File: src/rtl/ternary_pkg.sv
// Shared definitions for the ternary weight loader: trit codes, FSM encoding and
// the helpers that size the word counter from the matrix geometry.
package ternary_pkg;

  localparam logic [1:0] TRIT_ZERO    = 2'b00;
  localparam logic [1:0] TRIT_POS     = 2'b01;
  localparam logic [1:0] TRIT_NEG     = 2'b11;
  localparam logic [1:0] TRIT_ILLEGAL = 2'b10;

  localparam logic [1:0] ST_IDLE = 2'd0;
  localparam logic [1:0] ST_FILL = 2'd1;
  localparam logic [1:0] ST_DONE = 2'd2;

  function automatic int calc_nwords(input int in_len, input int out_len, input int word_w);
    return (2 * in_len * out_len) / word_w;
  endfunction

  function automatic int calc_cnt_w(input int nwords);
    return (nwords <= 1) ? 1 : $clog2(nwords);
  endfunction

endpackage

File: src/rtl/ternary_word_sanitize.sv
// Combinational cleaner for one bus word: illegal 2'b10 codes become zero and
// are reported through a single flag.
module ternary_word_sanitize
  import ternary_pkg::*;
#(
  parameter int WORD_W = 16
) (
  input  logic [WORD_W-1:0] word_i,
  output logic [WORD_W-1:0] word_o,
  output logic              illegal_o
);

  logic [WORD_W/2-1:0] code_ill;

  for (genvar gi = 0; gi < WORD_W / 2; gi++) begin : g_code
    assign code_ill[gi]          = (word_i[2*gi +: 2] == TRIT_ILLEGAL);
    assign word_o[2*gi +: 2]     = code_ill[gi] ? TRIT_ZERO : word_i[2*gi +: 2];
  end

  assign illegal_o = |code_ill;

endmodule

File: src/rtl/ternary_weight_loader.sv
// Streams bus words into the packed ternary weight register for the mult core,
// tracking load progress and flagging complete, uninterrupted loads.
module ternary_weight_loader
  import ternary_pkg::*;
#(
  parameter int MAX_IN_LEN  = 16,
  parameter int MAX_OUT_LEN = 8,
  parameter int WORD_W      = 16,
  localparam int NWORDS     = calc_nwords(MAX_IN_LEN, MAX_OUT_LEN, WORD_W),
  localparam int CNT_W      = calc_cnt_w(NWORDS)
) (
  input  logic                                 clk,
  input  logic                                 rst,
  input  logic                                 ena,
  input  logic [WORD_W-1:0]                    ui_input,
  input  logic                                 ui_valid,
  output logic [2*MAX_IN_LEN*MAX_OUT_LEN-1:0]  uo_weights,
  output logic                                 uo_done,
  output logic                                 uo_wvalid,
  output logic                                 uo_err,
  output logic [CNT_W-1:0]                     uo_word_cnt
);

  if ((2 * MAX_IN_LEN * MAX_OUT_LEN) % WORD_W != 0) begin : g_bad_geometry
    $error("weight array size must be a multiple of WORD_W");
  end

  localparam logic [CNT_W-1:0] LAST_IDX = CNT_W'(NWORDS - 1);

  logic [1:0]        state_q, state_d;
  logic [CNT_W-1:0]  cnt_q, cnt_d;
  logic              wvalid_q, wvalid_d;
  logic              err_q, err_d;
  logic [WORD_W-1:0] weights_q [NWORDS];

  logic [WORD_W-1:0] clean_word;
  logic              word_ill;
  logic              accept;

  ternary_word_sanitize #(.WORD_W(WORD_W)) u_sanitize (
    .word_i    (ui_input),
    .word_o    (clean_word),
    .illegal_o (word_ill)
  );

  // DONE ignores the bus so a word held across the completing edge is not re-taken.
  assign accept = ena & ui_valid & (state_q != ST_DONE);

  always_comb begin
    state_d  = state_q;
    cnt_d    = cnt_q;
    wvalid_d = wvalid_q;
    err_d    = err_q;
    case (state_q)
      ST_IDLE: begin
        if (accept) begin
          wvalid_d = 1'b0;
          err_d    = word_ill;
          if (cnt_q == LAST_IDX) begin
            state_d  = ST_DONE;
            cnt_d    = '0;
            wvalid_d = 1'b1;
          end else begin
            state_d = ST_FILL;
            cnt_d   = cnt_q + CNT_W'(1);
          end
        end
      end
      ST_FILL: begin
        if (!ena) begin
          state_d = ST_IDLE;
          cnt_d   = '0;
        end else if (ui_valid) begin
          err_d = err_q | word_ill;
          if (cnt_q == LAST_IDX) begin
            state_d  = ST_DONE;
            cnt_d    = '0;
            wvalid_d = 1'b1;
          end else begin
            cnt_d = cnt_q + CNT_W'(1);
          end
        end
      end
      ST_DONE: state_d = ST_IDLE;
      default: begin
        state_d = ST_IDLE;
        cnt_d   = '0;
      end
    endcase
  end

  always_ff @(posedge clk or posedge rst) begin
    if (rst) begin
      state_q  <= ST_IDLE;
      cnt_q    <= '0;
      wvalid_q <= 1'b0;
      err_q    <= 1'b0;
    end else begin
      state_q  <= state_d;
      cnt_q    <= cnt_d;
      wvalid_q <= wvalid_d;
      err_q    <= err_d;
    end
  end

  // The counter is always the write index; it is 0 in IDLE, so word 0 lands there too.
  always_ff @(posedge clk or posedge rst) begin
    if (rst) begin
      for (int i = 0; i < NWORDS; i++) weights_q[i] <= '0;
    end else if (accept) begin
      for (int i = 0; i < NWORDS; i++) begin
        if (cnt_q == CNT_W'(i)) weights_q[i] <= clean_word;
      end
    end
  end

  for (genvar gi = 0; gi < NWORDS; gi++) begin : g_out
    assign uo_weights[gi*WORD_W +: WORD_W] = weights_q[gi];
  end

  assign uo_done     = (state_q == ST_DONE);
  assign uo_wvalid   = wvalid_q;
  assign uo_err      = err_q;
  assign uo_word_cnt = cnt_q;

endmodule

File: config.mk
export PLATFORM = sky130hd
export DESIGN_NAME = ternary_weight_loader
export DESIGN_NICKNAME = d
export VERILOG_FILES = /design/src/rtl/ternary_pkg.sv /design/src/rtl/ternary_word_sanitize.sv /design/src/rtl/ternary_weight_loader.sv
export SDC_FILE = /design/constraint.sdc
export NUM_CORES = 1
export LEC_CHECK = 0
export CORE_MARGIN = 1.5
export CORE_UTILIZATION = 44
export CTS_CLUSTER_SIZE = 12
export DETAILED_ROUTE_END_ITERATION = 8
export GPL_TIMING_DRIVEN = 0
export PLACE_DENSITY = 0.78
export RECOVER_POWER = 25
export SLEW_MARGIN = 10
export SYNTH_ARGS = -nofsm -noshare
export SYNTH_HDL_FRONTEND = slang
export SYNTH_SLANG_ARGS = --single-unit
File: constraint.sdc
create_clock -name clk -period 9.55 [get_ports clk]
set_input_delay 2.3875 -clock clk [delete_from_list [all_inputs] [get_ports clk]]
set_output_delay 2.3875 -clock clk [all_outputs]
set_load 0.05 [all_outputs]
== Yosys cells after proc, flatten, opt, wreduce, memory -nomap -nowiden ==
Cells that the tools add are included.

* Register bits after elaboration: 264
* Latch bits: 0
* ROM bits: 0
* Memories: 0
* RAM bits: 0

* Bitwise logic cells: 4
* Multiply operators: 0
* Div/mod/pow operators: 0
* Magnitude comparators: 0
* Reductions and logical operators: 24
* Equal/unequal tests: 32
* $add $sub $neg: 1
* Shifts and indexed selects: 0
* Multiplexer cells: 29

{| class="wikitable"
|+ Operators by type and width
! operator !! number
|-
| $eq 4x4->1 const B || 8
|-
| $reduce_and 2->1 || 16
|-
| $mux 2 || 13
|-
| $eq 2x2->1 const B || 9
|-
| $eq 4x3->1 const B || 4
|-
| $mux 4 || 4
|-
| $pmux 4 s3 || 1
|-
| $ne 2x2->1 const B || 5
|-
| $eq 4x2->1 const B || 2
|-
| $mux 1 || 8
|-
| $reduce_or 8->1 || 1
|-
| $ne 3x3->1 const B || 2
|-
| $reduce_and 3->1 || 2
|-
| $reduce_and 5->1 || 1
|-
| $add 4x1->4 const B || 1
|-
| $eq 4x1->1 const B || 1
|-
| $logic_not 4->1 || 1
|-
| $pmux 1 s2 || 2
|-
| $pmux 2 s2 || 1
|-
| $reduce_and 4->1 || 1
|-
| $and 1x1->1 || 2
|-
| $eq 2x1->1 const B || 1
|-
| $logic_not 2->1 || 1
|-
| $reduce_bool 2->1 || 1
|-
| other kinds (2) || 2
|}

== Longest topological paths before layout ==
* Depth in word-level cells: 6
* Depth in mapped cells: 6
* Depth with buffers taken out: 5

== By module ==
Synthesis repeated with hierarchy kept, for this count alone.

* Cell total of the unflattened synthesis: 646
* Area total of the unflattened synthesis: 10368.7 µm²

{| class="wikitable"
|+ By module, submodules not included
! module !! area an instance (µm²) !! sequential area each (µm²) !! cells an instance !! times used
|-
| ternary_weight_loader || 10224.8 || 6606.3 || 617 || 1
|-
| ternary_word_sanitize || 143.9 || 0.0 || 29 || 1
|}

== Least setup slack after synthesis ==
No wires, ideal clock.

* Path kind: input port to flip-flop
* Start point: in ui_valid
* End point: reg weights_q, in the netlist uo_weights[80]
* Arrival: 3.443 ns
* Setup slack: 5.983 ns
* Buffers on the path: 1
* Cell stages on the path: 5
* Cells stage by stage: nand2_2 -> nor3b_4 -> nand2_2 -> clkbuf_8 -> mux2_2

* Longest elaborated chain between the ends: 3

{| class="wikitable"
|+ RTL lines
! element !! RTL line !! source
|-
| start, declared || ternary_weight_loader.sv:16 || <nowiki>input logic ui_valid,</nowiki>
|-
| $and 1x1->1 (2 in a row) || ternary_weight_loader.sv:47 || <nowiki>assign accept = ena & ui_valid & (state_q != ST_DONE);</nowiki>
|-
| $reduce_and 2->1 (no line) || - ||
|-
| end signal, assigned by index || ternary_weight_loader.sv:112 || <nowiki>if (cnt_q == CNT_W'(i)) weights_q[i] <= clean_word;</nowiki>
|-
| end, declared || ternary_weight_loader.sv:34 || <nowiki>logic [WORD_W-1:0] weights_q [NWORDS];</nowiki>
|}

No other way between the ends.
A chain may end at the register's enable or synchronous reset.

==> impl_metrics.csv <==
group,metric,value,unit
flow_run,cap_violations,3,
logic_synthesis,synth_area_leaders,"dfrtp_1 64%, mux2_2 28%, buf_6 1.4%, clkbuf_1 1.2%, nand2_2 0.78%",
logic_synthesis,syn-num-nets,677,
cells_and_area,multi_input_area,0.00340,mm²
pwr,p_switching,1.98,mW
logic_synthesis,synthesis.area,0.0104,mm²
global_route,grt-ovfl-total,0,
pwr,power_density,328,mW/mm²
cts,numCtsBuffers,28,
logic_synthesis,synth_cell_type_count,32,
pwr,p_total,4.75,mW
logic_synthesis,synth_top_area_share,0.637,
critical_path,start_kind,"input port",
worst_hold_path,hold_path_startpoint,"uo_weights[238]$_DFFE_PP0P_",
logic_synthesis,ys.flop_type,"dfrtp_1",
global_route,grtUsageTotal,0.216,
sta,skew,10.8,ps
worst_hold_path,hold_class,"flop to flop",
routing,top_layer_used,"met4",
routing,wl_met1,10900,µm
logic_synthesis,netlist_top_cells_count,"264 x dfrtp_1, 254 x mux2_2, 34 x clkbuf_1",
pwr,p_int,2.76,mW
critical_path,critPathKind,"input port to asynchronous set/reset pin",
floorplan,start_util,0.454,
critical_path,r2r_cells,5,
sta,period_share,0.589,
worst_hold_path,hold_path_end,"uo_weights[238]$_DFFE_PP0P_",
routing,routed_wl,26000,µm
cells_and_area,syn2layout_area_growth,39.5,%
sta,finalSetupViolations,0,
global_route,antenna_found_initial,0,
critical_path,r2r-end,"uo_weights[118]$_DFFE_PP0P_",
sta,maxSlewViolCount,108,
critical_path,cp_slowest_stage_delay,1380,ps
routing,vias,6483,
cts,clk_latency,530,ps
routing,route.met3.wl,1870,µm
cells_and_area,drive_gt1_frac,0.346,
critical_path,crit_family,"buffers and inverters",
floorplan,coreArea,0.0228,mm²
placement,post-dp-hpwl,19100,µm
floorplan,dieWidth,157,µm
run_status,violations,"max-capacitance violations, max-slew violations",
logic_synthesis,synth_edf_count,0,
routing,first_pass_iters,5,
cells_and_area,fillers,1746,
logic_synthesis,synth_seq_area_share,0.637,
run_status,outcome,"complete, but fails checks",
logic_synthesis,synth_seq_cells,264,
cells_and_area,ff_latch_area,0.00661,mm²
routing,viasPerCell,5.01,
cells_and_area,diodes,0,
sta,finalHoldViolCount,0,
cts,cts_tree,"done",
pwr,max-vdd-ir-drop,0.239,mV
critical_path,rr_startpoint,"uo_word_cnt[0]$_DFFE_PP0P_",
critical_path,critPathBufInv,6,
sta,fmax,178,MHz
global_route,grt_pass1_wl,40700,µm
cells_and_area,nNetsFinal,989,
sta,slew_headroom,-0.386,
floorplan,die_h,157,µm
global_route,grt_pass1_vias,6946,
cells_and_area,finalNonFillerCells,1294,
logic_synthesis,synthMostInstantiatedCell,"dfrtp_1",
sta,setup_tns,0,ps
routing,route.met2.wl,12600,µm
sta,finalCriticalPeriod,5620,ps
placement,place_inst,1248,
critical_path,cpMaxStageDelayCell,"clkbuf_1",
logic_synthesis,yosysWarnings,0,
critical_path,worstPathMaxFanout,38,
floorplan,io_pins,283,
cts,worst_setup_hold_path_clk_slew,60,ps
cells_and_area,final_util,0.633,
sta,tightest_slew,2080,ps
global_route,grt_max_degree,39,
floorplan,num_rows,55,
critical_path,required,10270,ps
cts,root_buffer,"clkbuf_16",
routing,drc,0,
logic_synthesis,synth-async-reset-ratio,1.00,
cts,cts_max_path_buffers,3,
cts,cts-htree-levels,1,
floorplan,dieArea,0.0245,mm²
routing,initialDrtViolationCount,149,
logic_synthesis,avgSynthCellArea,15.9,µm²
critical_path,ff2ff_setup_slack,7520,ps
cts,clock-sinks,264,
placement,io_buffers,274,
pwr,power_switching_share,0.418,
critical_path,cp.arrival,6340,ps
pwr,power_leakage,6.75,nW
pwr,clockPowerShare,0.218,
routing,final_antenna_net_count,0,
worst_hold_path,holdPathStages,1,
sta,grt_setup_unrepaired,"no",
logic_synthesis,syn_inst,653,
logic_synthesis,yosysTopAreaCell,"dfrtp_1",
routing,wire_per_inst,20.1,µm
cts,cts_setup_buffers,0,
placement,globalplace.congestion,0.758,
critical_path,worst_setup_path_end_kind,"asynchronous set/reset pin",
cts,cts.hold.buffers_added,0,
pwr,comb_power_share,0.450,
pwr,power.share.sequential,0.332,
critical_path,crit_chain,"dlygate4sd3_1, clkinvlp_2, clkbuf_1, clkbuf_1, buf_12, buf_12",
cts,cts.repair.resized,0,
## registers in the layout (all words and copies together), names as in the netlist
signal and count:
uo_weights 256, uo_word_cnt 4, state_q 2, uo_err 1, uo_wvalid 1
## cell families after synthesis
family	share of synthesized area
buffers and inverters	0.0349
xor gates and xnor gates	0.000845
DFF	0.637
AOI/OAI and AO/OA	0.00881
and+or+nand+nor	0.0354
adders and majority gates	0.00483
muxes	0.278
## layout by cell type (no fill, tap or decap), drive strengths merged, types with 6 or more instances in the layout
cell and instances:
clkbuf 83, mux2 256, and2 8, clkdlybuf4s50 271
nand3 6, nand2 17, o21ai 6, dfrtp 264
buf 21, inv 12
## power groups by stage
stage | Combinational (mW) | Sequential, mW | Clock, mW
after floorplan | 0.337 | 2.64 | 0
after global placement | 2.12 | 1.59 | 0
after detailed placement | 2.15 | 1.60 | 0
after CTS | 2.16 | 1.58 | 1.06
after global routing | 2.21 | 1.62 | 1.10
final | 2.14 | 1.58 | 1.03
## final cells by class
type	count	share of cell area
Clock inverter	3	0.00147
Timing Repair Buffer	282	0.195
Buffer	53	0.0216
Sequential cell	264	0.457
Multi-Input combinational cell	323	0.235
Clock buffer	43	0.0594
Tap cell	313	0.0271
Inverter	13	0.00346
## metrics by stage
step	worst slack, ps	cell area, µm²	hold slack [ps]
6_report	3930	14500	495
5_1_grt	3300	14500	515
4_1_cts	5050	14600	502
3_5_place_dp	5110	13700	489
3_3_place_gp	1740	13500	475
2_1_floorplan	3680	10400	572
## per-layer routing
layer	up-vias	GRT usage
met5	-	0
met4	0	0.0517
met3	40	0.0620
met1	3336	0.273
met2	205	0.367
li1	2902	-
## how the worst max path moves through the flow
stage,start,to,depth (start not counted)
final,rst,uo_weights[100]$_DFFE_PP0P_,6
after global routing,rst,uo_weights[180]$_DFFE_PP0P_,6
after CTS,state_q[0]$_DFFE_PP0P_,uo_done,3
after detailed placement,ui_valid,uo_weights[115]$_DFFE_PP0P_,6
after global placement,rst,uo_weights[188]$_DFFE_PP0P_,2
after floorplan,rst,state_q[0]$_DFFE_PP0P_,1
(Power assumes the default switching activity.)
